--- config.mk ---
export PLATFORM = sky130hd
export DESIGN_NAME = tile_map_scheduler_flat
export DESIGN_NICKNAME = d
export VERILOG_FILES = /design/src/rtl/tile_map_scheduler_if.sv /design/src/rtl/tile_map_scheduler.sv /design/src/flat_wrapper.sv
export SDC_FILE = /design/constraint.sdc
export NUM_CORES = 2
export LEC_CHECK = 0
export ABC_AREA = 1
export CAP_MARGIN = 20
export CORE_AREA = 4 4 710 712
export CTS_BUF_LIST = sky130_fd_sc_hd__clkbuf_4 sky130_fd_sc_hd__clkbuf_8 sky130_fd_sc_hd__clkbuf_16
export DETAILED_ROUTE_END_ITERATION = 7
export DIE_AREA = 0 0 714 716
export DONT_BUFFER_PORTS = 1
export GPL_ROUTABILITY_DRIVEN = 1
export PLACE_DENSITY = 0.34
export SETUP_SLACK_MARGIN = 0.4
export SYNTH_ARGS = -nofsm -noshare
export SYNTH_HDL_FRONTEND = slang
export SYNTH_SLANG_ARGS = --single-unit
--- constraint.sdc ---
create_clock -name clk -period 4.2 [get_ports clk]
set_input_delay 1.05 -clock clk [delete_from_list [all_inputs] [get_ports clk]]
set_output_delay 1.05 -clock clk [all_outputs]
set_load 0.01 [all_outputs]
--- src/rtl/tile_map_scheduler_if.sv ---
// Bundles the scheduler's request, timing and drawer-facing signals.
// master = game logic / loader / drawer side, slave = the scheduler.
interface tile_map_scheduler_if #(
  parameter int MAP_ROWS = 12,
  parameter int MAP_COLS = 17
);
  logic signed [31:0]                      row;
  logic                                    req0_valid;
  logic                                    req0_ready;
  logic [3:0]                              req0_row;
  logic [4:0]                              req0_col;
  logic [7:0]                              req0_tile;
  logic                                    req1_valid;
  logic                                    req1_ready;
  logic [3:0]                              req1_row;
  logic [4:0]                              req1_col;
  logic [7:0]                              req1_tile;
  logic signed [31:0]                      mario_x_in;
  logic signed [31:0]                      mario_y_in;
  logic signed [31:0]                      mario_x;
  logic signed [31:0]                      mario_y;
  logic [MAP_ROWS-1:0][MAP_COLS-1:0][7:0]  background;
  logic                                    frame_start;
  logic [7:0]                              drop_count;

  modport master (
    output row,
    output req0_valid, req0_row, req0_col, req0_tile,
    output req1_valid, req1_row, req1_col, req1_tile,
    output mario_x_in, mario_y_in,
    input  req0_ready, req1_ready,
    input  mario_x, mario_y, background, frame_start, drop_count
  );

  modport slave (
    input  row,
    input  req0_valid, req0_row, req0_col, req0_tile,
    input  req1_valid, req1_row, req1_col, req1_tile,
    input  mario_x_in, mario_y_in,
    output req0_ready, req1_ready,
    output mario_x, mario_y, background, frame_start, drop_count
  );
endinterface

--- src/rtl/tile_map_scheduler.sv ---
// Tile map / Mario position owner for the VGA drawer. All map writes and
// position snapshots happen only inside vertical blanking so the drawer
// always sees a consistent frame. Two requesters share the write path
// through a round-robin arbiter, with a per-vblank write budget.
module tile_map_scheduler #(
  parameter int SCREEN_HEIGHT = 480,
  parameter int MAP_ROWS      = 12,
  parameter int MAP_COLS      = 17,
  parameter int SKY           = 1,
  parameter int GND           = 3,
  parameter int MAX_WRITES    = 32
) (
  input  logic                  clk,
  input  logic                  reset_n,
  tile_map_scheduler_if.slave   bus
);

  localparam int         WCNT_W = $clog2(MAX_WRITES + 1);
  localparam logic [7:0] SKY_T  = 8'(SKY);
  localparam logic [7:0] GND_T  = 8'(GND);

  typedef enum logic [1:0] {
    ST_ACTIVE,
    ST_SNAP,
    ST_UPDATE
  } state_t;

  typedef logic [MAP_ROWS-1:0][MAP_COLS-1:0][7:0] map_t;

  state_t             state_q, state_d;
  logic               vb_q, vb_d;
  map_t               map_q, map_d;
  map_t               map_rst;
  logic [WCNT_W-1:0]  wcnt_q, wcnt_d;
  logic               last1_q, last1_d;     // 1: requester 1 was granted last
  logic [7:0]         drop_q, drop_d;
  logic signed [31:0] mario_x_q, mario_x_d;
  logic signed [31:0] mario_y_q, mario_y_d;

  logic               rdy0, rdy1;
  logic               frame_start;
  logic [3:0]         sel_row;
  logic [4:0]         sel_col;
  logic [7:0]         sel_tile;
  logic               sel_oor;

  // Power-on map image: sky everywhere except the two ground rows at the bottom.
  for (genvar gi = 0; gi < MAP_ROWS; gi++) begin : g_map_rst
    assign map_rst[gi] = {MAP_COLS{(gi >= MAP_ROWS - 2) ? GND_T : SKY_T}};
  end

  // Vblank flag is registered from the drawer's row counter.
  assign vb_d = (bus.row >= SCREEN_HEIGHT);

  // Granted payload and its range check.
  always_comb begin
    sel_row  = rdy1 ? bus.req1_row  : bus.req0_row;
    sel_col  = rdy1 ? bus.req1_col  : bus.req0_col;
    sel_tile = rdy1 ? bus.req1_tile : bus.req0_tile;
    sel_oor  = (sel_row > 4'(MAP_ROWS - 1)) || (sel_col > 5'(MAP_COLS - 1));
  end

  // Next-state, arbitration and datapath updates.
  always_comb begin
    state_d     = state_q;
    wcnt_d      = wcnt_q;
    last1_d     = last1_q;
    drop_d      = drop_q;
    map_d       = map_q;
    mario_x_d   = mario_x_q;
    mario_y_d   = mario_y_q;
    rdy0        = 1'b0;
    rdy1        = 1'b0;
    frame_start = 1'b0;

    case (state_q)
      ST_ACTIVE: begin
        if (vb_q) state_d = ST_SNAP;
      end
      ST_SNAP: begin
        frame_start = 1'b1;
        mario_x_d   = bus.mario_x_in;
        mario_y_d   = bus.mario_y_in;
        wcnt_d      = '0;
        state_d     = ST_UPDATE;
      end
      ST_UPDATE: begin
        if (!vb_q) begin
          // Blanking is over: anything still pending waits for the next frame.
          state_d = ST_ACTIVE;
        end else if (wcnt_q < WCNT_W'(MAX_WRITES)) begin
          if (bus.req0_valid && bus.req1_valid) begin
            rdy0 = last1_q;
            rdy1 = !last1_q;
          end else begin
            rdy0 = bus.req0_valid;
            rdy1 = bus.req1_valid;
          end
        end
      end
      default: state_d = ST_ACTIVE;
    endcase

    // A ready is only raised with its valid, so ready alone marks a transfer.
    if (rdy0 || rdy1) begin
      wcnt_d  = wcnt_q + 1'b1;
      last1_d = rdy1;
      if (sel_oor) begin
        if (drop_q != 8'hFF) drop_d = drop_q + 8'd1;
      end else begin
        map_d[sel_row][sel_col] = sel_tile;
      end
    end
  end

  // State and datapath registers; reset restores the default map.
  always_ff @(posedge clk) begin
    if (!reset_n) begin
      state_q   <= ST_ACTIVE;
      vb_q      <= 1'b0;
      map_q     <= map_rst;
      wcnt_q    <= '0;
      last1_q   <= 1'b1;
      drop_q    <= 8'd0;
      mario_x_q <= '0;
      mario_y_q <= '0;
    end else begin
      state_q   <= state_d;
      vb_q      <= vb_d;
      map_q     <= map_d;
      wcnt_q    <= wcnt_d;
      last1_q   <= last1_d;
      drop_q    <= drop_d;
      mario_x_q <= mario_x_d;
      mario_y_q <= mario_y_d;
    end
  end

  assign bus.req0_ready  = rdy0;
  assign bus.req1_ready  = rdy1;
  assign bus.frame_start = frame_start;
  assign bus.background  = map_q;
  assign bus.mario_x     = mario_x_q;
  assign bus.mario_y     = mario_y_q;
  assign bus.drop_count  = drop_q;

endmodule

--- src/flat_wrapper.sv ---
// flat-port wrapper written by rule: the top's interface ports become plain ports
module tile_map_scheduler_flat 
#(
  parameter int SCREEN_HEIGHT = 480,
  parameter int MAP_ROWS      = 12,
  parameter int MAP_COLS      = 17,
  parameter int SKY           = 1,
  parameter int GND           = 3,
  parameter int MAX_WRITES    = 32
)
  (clk, reset_n, bus_row, bus_req0_valid, bus_req0_row, bus_req0_col, bus_req0_tile, bus_req1_valid, bus_req1_row, bus_req1_col, bus_req1_tile, bus_mario_x_in, bus_mario_y_in, bus_req0_ready, bus_req1_ready, bus_mario_x, bus_mario_y, bus_background, bus_frame_start, bus_drop_count);
  tile_map_scheduler_if #(.MAP_ROWS(MAP_ROWS), .MAP_COLS(MAP_COLS)) bus_i ();
  input  logic clk;
  input  logic reset_n;
  input wire logic [$bits(bus_i.row)-1:0] bus_row;
  input wire logic [$bits(bus_i.req0_valid)-1:0] bus_req0_valid;
  input wire logic [$bits(bus_i.req0_row)-1:0] bus_req0_row;
  input wire logic [$bits(bus_i.req0_col)-1:0] bus_req0_col;
  input wire logic [$bits(bus_i.req0_tile)-1:0] bus_req0_tile;
  input wire logic [$bits(bus_i.req1_valid)-1:0] bus_req1_valid;
  input wire logic [$bits(bus_i.req1_row)-1:0] bus_req1_row;
  input wire logic [$bits(bus_i.req1_col)-1:0] bus_req1_col;
  input wire logic [$bits(bus_i.req1_tile)-1:0] bus_req1_tile;
  input wire logic [$bits(bus_i.mario_x_in)-1:0] bus_mario_x_in;
  input wire logic [$bits(bus_i.mario_y_in)-1:0] bus_mario_y_in;
  output wire logic [$bits(bus_i.req0_ready)-1:0] bus_req0_ready;
  output wire logic [$bits(bus_i.req1_ready)-1:0] bus_req1_ready;
  output wire logic [$bits(bus_i.mario_x)-1:0] bus_mario_x;
  output wire logic [$bits(bus_i.mario_y)-1:0] bus_mario_y;
  output wire logic [$bits(bus_i.background)-1:0] bus_background;
  output wire logic [$bits(bus_i.frame_start)-1:0] bus_frame_start;
  output wire logic [$bits(bus_i.drop_count)-1:0] bus_drop_count;
  assign bus_i.row = bus_row;
  assign bus_i.req0_valid = bus_req0_valid;
  assign bus_i.req0_row = bus_req0_row;
  assign bus_i.req0_col = bus_req0_col;
  assign bus_i.req0_tile = bus_req0_tile;
  assign bus_i.req1_valid = bus_req1_valid;
  assign bus_i.req1_row = bus_req1_row;
  assign bus_i.req1_col = bus_req1_col;
  assign bus_i.req1_tile = bus_req1_tile;
  assign bus_i.mario_x_in = bus_mario_x_in;
  assign bus_i.mario_y_in = bus_mario_y_in;
  assign bus_req0_ready = bus_i.req0_ready;
  assign bus_req1_ready = bus_i.req1_ready;
  assign bus_mario_x = bus_i.mario_x;
  assign bus_mario_y = bus_i.mario_y;
  assign bus_background = bus_i.background;
  assign bus_frame_start = bus_i.frame_start;
  assign bus_drop_count = bus_i.drop_count;
  tile_map_scheduler #(.SCREEN_HEIGHT(SCREEN_HEIGHT), .MAP_ROWS(MAP_ROWS), .MAP_COLS(MAP_COLS), .SKY(SKY), .GND(GND), .MAX_WRITES(MAX_WRITES)) u_core (.clk(clk), .reset_n(reset_n), .bus(bus_i));
endmodule
# Word level (Yosys, flattened, before mapping)
# Cells that the tools add are included.
[totals]
reg_bits = 1714
in_bits = 134
out_inout_bits = 1707
[classes]
magnitude_cmp = 8
add_sub_neg = 2
mux = 22
n_bitwise = 1
n_eq_ne = 5
n_reduce_logical = 11
[op_table]
columns = ["op", "n"]
rows = [
  ["1632-bit bitwise mux", 1],
  ["136-bit demux with 4-bit select", 1],
  ["136-bit 2-to-1 mux", 1],
  ["8-bit demux with 5-bit select", 1],
  ["32-bit by 10-bit greater-or-equal comparator with 1-bit output, second input constant", 1],
  ["8-bit 2-to-1 mux", 2],
  ["6-bit 2-to-1 mux", 2],
  ["1-bit 2-to-1 mux", 9],
  ["8-bit by 1-bit adder with 8-bit output, second input constant", 1],
  ["8-bit inequality test, second input constant", 1],
  ["6-bit by 1-bit adder with 6-bit output, second input constant", 1],
  ["5-bit by 6-bit < comparator with 1-bit output, second input constant", 1],
  ["6-bit < comparator, second input constant", 1],
  ["2-bit case mux with 3 select lines", 1],
  ["5-bit by 1-bit greater-or-equal comparator with 1-bit output, second input constant", 1],
  ["5-bit greater-than comparator, second input constant", 1],
  ["4-bit by 5-bit < comparator with 1-bit output, second input constant", 1],
  ["5-bit 2-to-1 mux", 1],
  ["4-bit by 1-bit greater-or-equal comparator with 1-bit output, second input constant", 1],
  ["4-bit greater-than comparator, second input constant", 1],
  ["2-bit 2-to-1 mux", 2],
  ["4-bit 2-to-1 mux", 1],
  ["2-bit AND reduction", 2],
  ["1-bit logical AND", 3],
  ["10 further kinds", 11],
]

# Depth between registers and ports, before layout
[logic_depth]
word_depth = 13
mapped_depth = 17
depth_no_buf = 15

# Least setup slack after synthesis
# No wires, ideal clock.
[synth_timing]
path_kind = "in2reg"
startpoint = "input port bus_req0_valid"
endpoint = "register u_core.map_q, in the netlist u_core.bus.background[205]"
cell_stages = 15
required_ns = 4.087
path_buffers = 3
arrival_ns = 2.821
slack_ns = 1.267
cell_sequence = "a21oi_2 nand2_4 buf_6 nand2_1 o21ai_2 inv_1 nand2_1 nor2_4 buf_12 nand2_4 nor2_4 buf_6 nand2_1 nand2_1 nor2_1"
[synth_between]
elab_chain_cells = 13
elab_cells_between_ends = 29
classes_between = "order compare: 6; mux: 16; bitwise: 1; reduce/logical: 6"
[synth_rtl]
columns = ["element", "line_no", "source"]
rows = [
  ["start: declaration", "flat_wrapper.sv:16", "input wire logic [$bits(bus_i.req0_valid)-1:0] bus_req0_valid;"],
  ["1-bit logical AND", "tile_map_scheduler.sv:92", "if (bus.req0_valid && bus.req1_valid) begin"],
  ["1-bit 2-to-1 mux", "tile_map_scheduler.sv:92", ""],
  ["1-bit 2-to-1 mux", "tile_map_scheduler.sv:91", "end else if (wcnt_q < WCNT_W'(MAX_WRITES)) begin"],
  ["1-bit 2-to-1 mux", "tile_map_scheduler.sv:88", "if (!vb_q) begin"],
  ["1-bit 2-to-1 mux", "tile_map_scheduler.sv:76", "case (state_q)"],
  ["5-bit 2-to-1 mux", "tile_map_scheduler.sv:58", "sel_col = rdy1 ? bus.req1_col : bus.req0_col;"],
  ["5-bit by 6-bit < comparator with 1-bit output (not written as such) / 5-bit by 1-bit greater-or-equal comparator with 1-bit output (equally long branches)", "tile_map_scheduler.sv:111", "map_d[sel_row][sel_col] = sel_tile;"],
  ["1-bit logical AND (not written as such)", "tile_map_scheduler.sv:111", ""],
  ["8-bit 2-to-1 mux (not written as such)", "tile_map_scheduler.sv:111", ""],
  ["8-bit demux with 5-bit select", "--", ""],
  ["136-bit 2-to-1 mux (not written as such)", "tile_map_scheduler.sv:111", ""],
  ["136-bit demux with 4-bit select", "--", ""],
  ["1632-bit bitwise mux", "tile_map_scheduler.sv:111", ""],
  ["end signal: assignment", "tile_map_scheduler.sv:121", "map_q <= map_rst;"],
  ["end signal: assignment", "tile_map_scheduler.sv:130", "map_q <= map_d;"],
  ["end: declaration", "tile_map_scheduler.sv:32", "map_t map_q, map_d;"],
]
# Several ways; a longest one is shown, not always the timed one.
# A chain may end at the register's enable or synchronous reset.

# Final worst setup path
[layout_timing]
startpoint = "input port reset_n"
endpoint = "register u_core.map_q, in the netlist u_core.bus.background[976]"
[layout_rtl]
columns = ["element", "line_no", "source"]
rows = [
  ["start: declaration", "flat_wrapper.sv:14", "input logic reset_n;"],
]
# No word-level cell between the ends.

==> impl_metrics.csv <==
group,metric,value,unit
global_route,grt_pass1_vias,51700,
clocking,cts_tree,"yes",
clocking,cts.path.max_buffers,4,
pwr,peakVddDrop,0.000395,V
sta,timing.hold.ws,0.238,ns
sta,finalHoldViolCount,0,
yosys,synth_cells,9462,
yosys,synth_cell_types,37,
sta,drv_slew,106,
yosys,synth_top_area_share,51.1,%
clocking,clk_pin_slew,0.06,ns
yosys,synth_area_leaders,"dfxtp_1 (51%), nand2_1 (18%), nor2_1 (17%), nor2_4 (3.0%), o21ai_0 (2.3%)",
die,core,497000,sq um
clocking,root_buffer,"clkbuf_16",
sta,fin_skew,0.0781,ns
critical_path,crit_arrival,4.48,ns
yosys,ys_ff_latch,1714,
sta,slew_headroom,-4.66,%
sta,setup_viol,0,
yosys,synthesis.area,67200,sq um
place,dpl_cell_area,76000,sq um
job,drv_cap,0,
yosys,synth_edf_count,0,
place,dp.cells,15800,
global_route,grt-ovfl-total,0,
finish,syn_to_final_growth,24.2,%
global_route,grt_pass1_wl,459000,um
detailed_routing,wl_per_cell,21.3,um
critical_path,critPathCaptureType,"register",
sta,period_share,90.6,%
clocking,numCtsBuffers,214,
clocking,clock_latency,0.89,ns
critical_path,critPathLaunchType,"input pin",
global_route,grt_use_met2,22.6,%
critical_path,crit_required,4.87,ns
yosys,ys_warn_count,0,
yosys,syn_avg_cell_area,7.10,sq um
finish,fin_area,83400,sq um
yosys,synth_most_common_cell,"nand2_1",
run_status,violations,"max-slew violations",
yosys,ys_seq_area_share,51.1,%
pwr,cellLeakagePower,0.0300,uW
yosys,synth-async-reset-ratio,0,%
hold_path,hold_path.class,"in -> reg",
pwr,p_total,37000,uW
die,io-pin-count,1841,
place,gp_congestion,0.787,
yosys,ys_top_cells_by_count,"nand2_1 (3,263), nor2_1 (2,954), dfxtp_1 (1,714), o21ai_0 (304), nand3_1 (260)",
yosys,synth_flop_cell,"dfxtp_1",
critical_path,crit_type,"in -> reg",
critical_path,slowest_stage,"buf_16",
die,rows,259,
global_route,grt_util_met1,14.7,%
yosys,synth_area_leader_cell,"dfxtp_1",
global_route,grt_max_degree,305,
sta,rsz0062_at_grt,"true",
clocking,htreeDepth,4,
critical_path,cpMostUsedCell,"buf_16",
finish,drive_gt1_share,10.3,%
finish,layout.nets,9472,
sta,worst_slew_pin_slew,1.57,ns
sta,fmax,263,MHz
detailed_routing,drt-total-wl,344000,um
clocking,hold_buffers,0,
place,dp_hpwl,254000,um
detailed_routing,vias_per_cell,3.55,
detailed_routing,route.vias.total,57400,
pwr,power.density,444,nW/um^2
global_route,busiest_layer,"met2",
clocking,clock-sinks,1714,
critical_path,worst-path-max-fanout,277,
critical_path,critical-path-max-stage-delay,0.65,ns
sta,min_period,3.81,ns
global_route,antenna_found_initial,31,
detailed_routing,remaining_drc_errors,0,
run_status,outcome,"finished, violations left",
die,start_util,13.5,%
die,fp.dieW,714,um
die,dieArea,511000,sq um
die,die_h,716,um
detailed_routing,antenna_left,0,
detailed_routing,dr.pass1.iters,7,
place,port_buffers,0,
global_route,grt.total_usage,12.7,%
critical_path,path_cells,"buf_16 > buf_16 > buf_16 > buf_16 > nand3_1",
global_route,grt_util_met3,3.79,%
yosys,synthesis.nets,9598,
finish,fin_cells,16200,
detailed_routing,drt_iter0_markers,4028,
==> layout by cell type, fill, tap and decap left out, types with 6 or more instances in the layout <==
master,n
a21oi_1,11
buf_12,124
buf_16,8
buf_4,186
bufinv_16,7
clkbuf_16,218
clkbuf_4,49
clkbuf_8,53
clkinv_2,39
dfxtp_1,1714
diode_2,6
inv_1,16
inv_6,7
mux2i_4,6
nand2_1,3261
nand2_2,7
nand2_4,12
nand3_1,259
nor2_1,2933
nor2_2,31
nor2_4,201
o21ai_0,304
==> state kept, by name (all words and copies together) (netlist names) <==
signal	count
u_core.wcnt_q	6
u_core.bus.mario_y	32
u_core.bus.drop_count	8
u_core.bus.background	1632
u_core.state_q	2
u_core.last1_q	1
u_core.vb_q	1
u_core.bus.mario_x	32
==> logic make-up after synthesis <==
family,share of synthesized area [%]
adders and majority gates,0.0373
xor gates and xnor gates,0.0913
and+or+nand+nor,40.4
AOI/OAI and AO/OA,2.52
DFF,51.1
muxes,0.0894
buffers and inverters,5.74
==> report_power, final <==
| group | total [uW] | switching (uW) | internal [uW] | leakage [uW] |
|---|---|---|---|---|
| combinational | 1510 | 1130 | 378 | 0.0126 |
| sequential | 16300 | 48.3 | 16300 | 0.0138 |
| clock | 19100 | 7970 | 11200 | 0.00365 |
==> critical path, delay by kind of cell <==
kind	cells	cell delay [ns]
and+or+nand+nor	1	0.17
buffers and inverters	4	1.87
==> cell type report <==
type / instances / area (sq um)
Timing Repair Buffer: 320 / 4150
Antenna cell: 6 / 15.0
Inverter: 22 / 82.6
Multi-Input combinational cell: 7064 / 29200
Fill cell: 56700 / 414000
Clock inverter: 68 / 743
Clock buffer: 318 / 6500
Sequential cell: 1714 / 34300
Tap cell: 6655 / 8330
==> per-stage QoR <==
| step | utilization (%) | setup TNS (ns) | worst slack, ns |
|---|---|---|---|
| after floorplan | - | 0 | 1.27 |
| after global placement | 15.3 | -166.85 | -0.340 |
| after detailed placement | 15.3 | -164.57 | -0.348 |
| after CTS | 16.7 | 0 | 0.533 |
| after global routing | 16.8 | 0 | 0.380 |
| final | 16.8 | 0 | 0.394 |
==> repair_timing <==
action | 4_1_cts | 5_1_grt
resized for setup | 1 | 2
pin swaps | 0 | 2
setup endpoints to repair | 26 | 564
gates cloned | 0 | 2
buffers inserted | 0 | 2
==> path summary, 6_finish.rpt <==
| kind | from | to | slack [ns] | cells after the start |
|---|---|---|---|---|
| setup / recovery | reset_n | u_core.bus.background[976] | 0.39 | 5 |
| hold / removal | bus_row[31] | u_core.vb_q | 0.24 | 1 |
| setup reg to reg | u_core.state_q[1] | u_core.bus.background[729] | 0.66 | 16 |
| hold reg to reg | u_core.state_q[0] | u_core.state_q[0] | 0.43 | 1 |
==> per-layer routing <==
metal | vias up | wire (um)
met1 | 26700 | 135000
met5 | - | 8
met3 | 347 | 27200
li1 | 28600 | -
met4 | 2 | 9620
met2 | 1699 | 172000
Note: power is estimated with default switching activity, not from simulation.
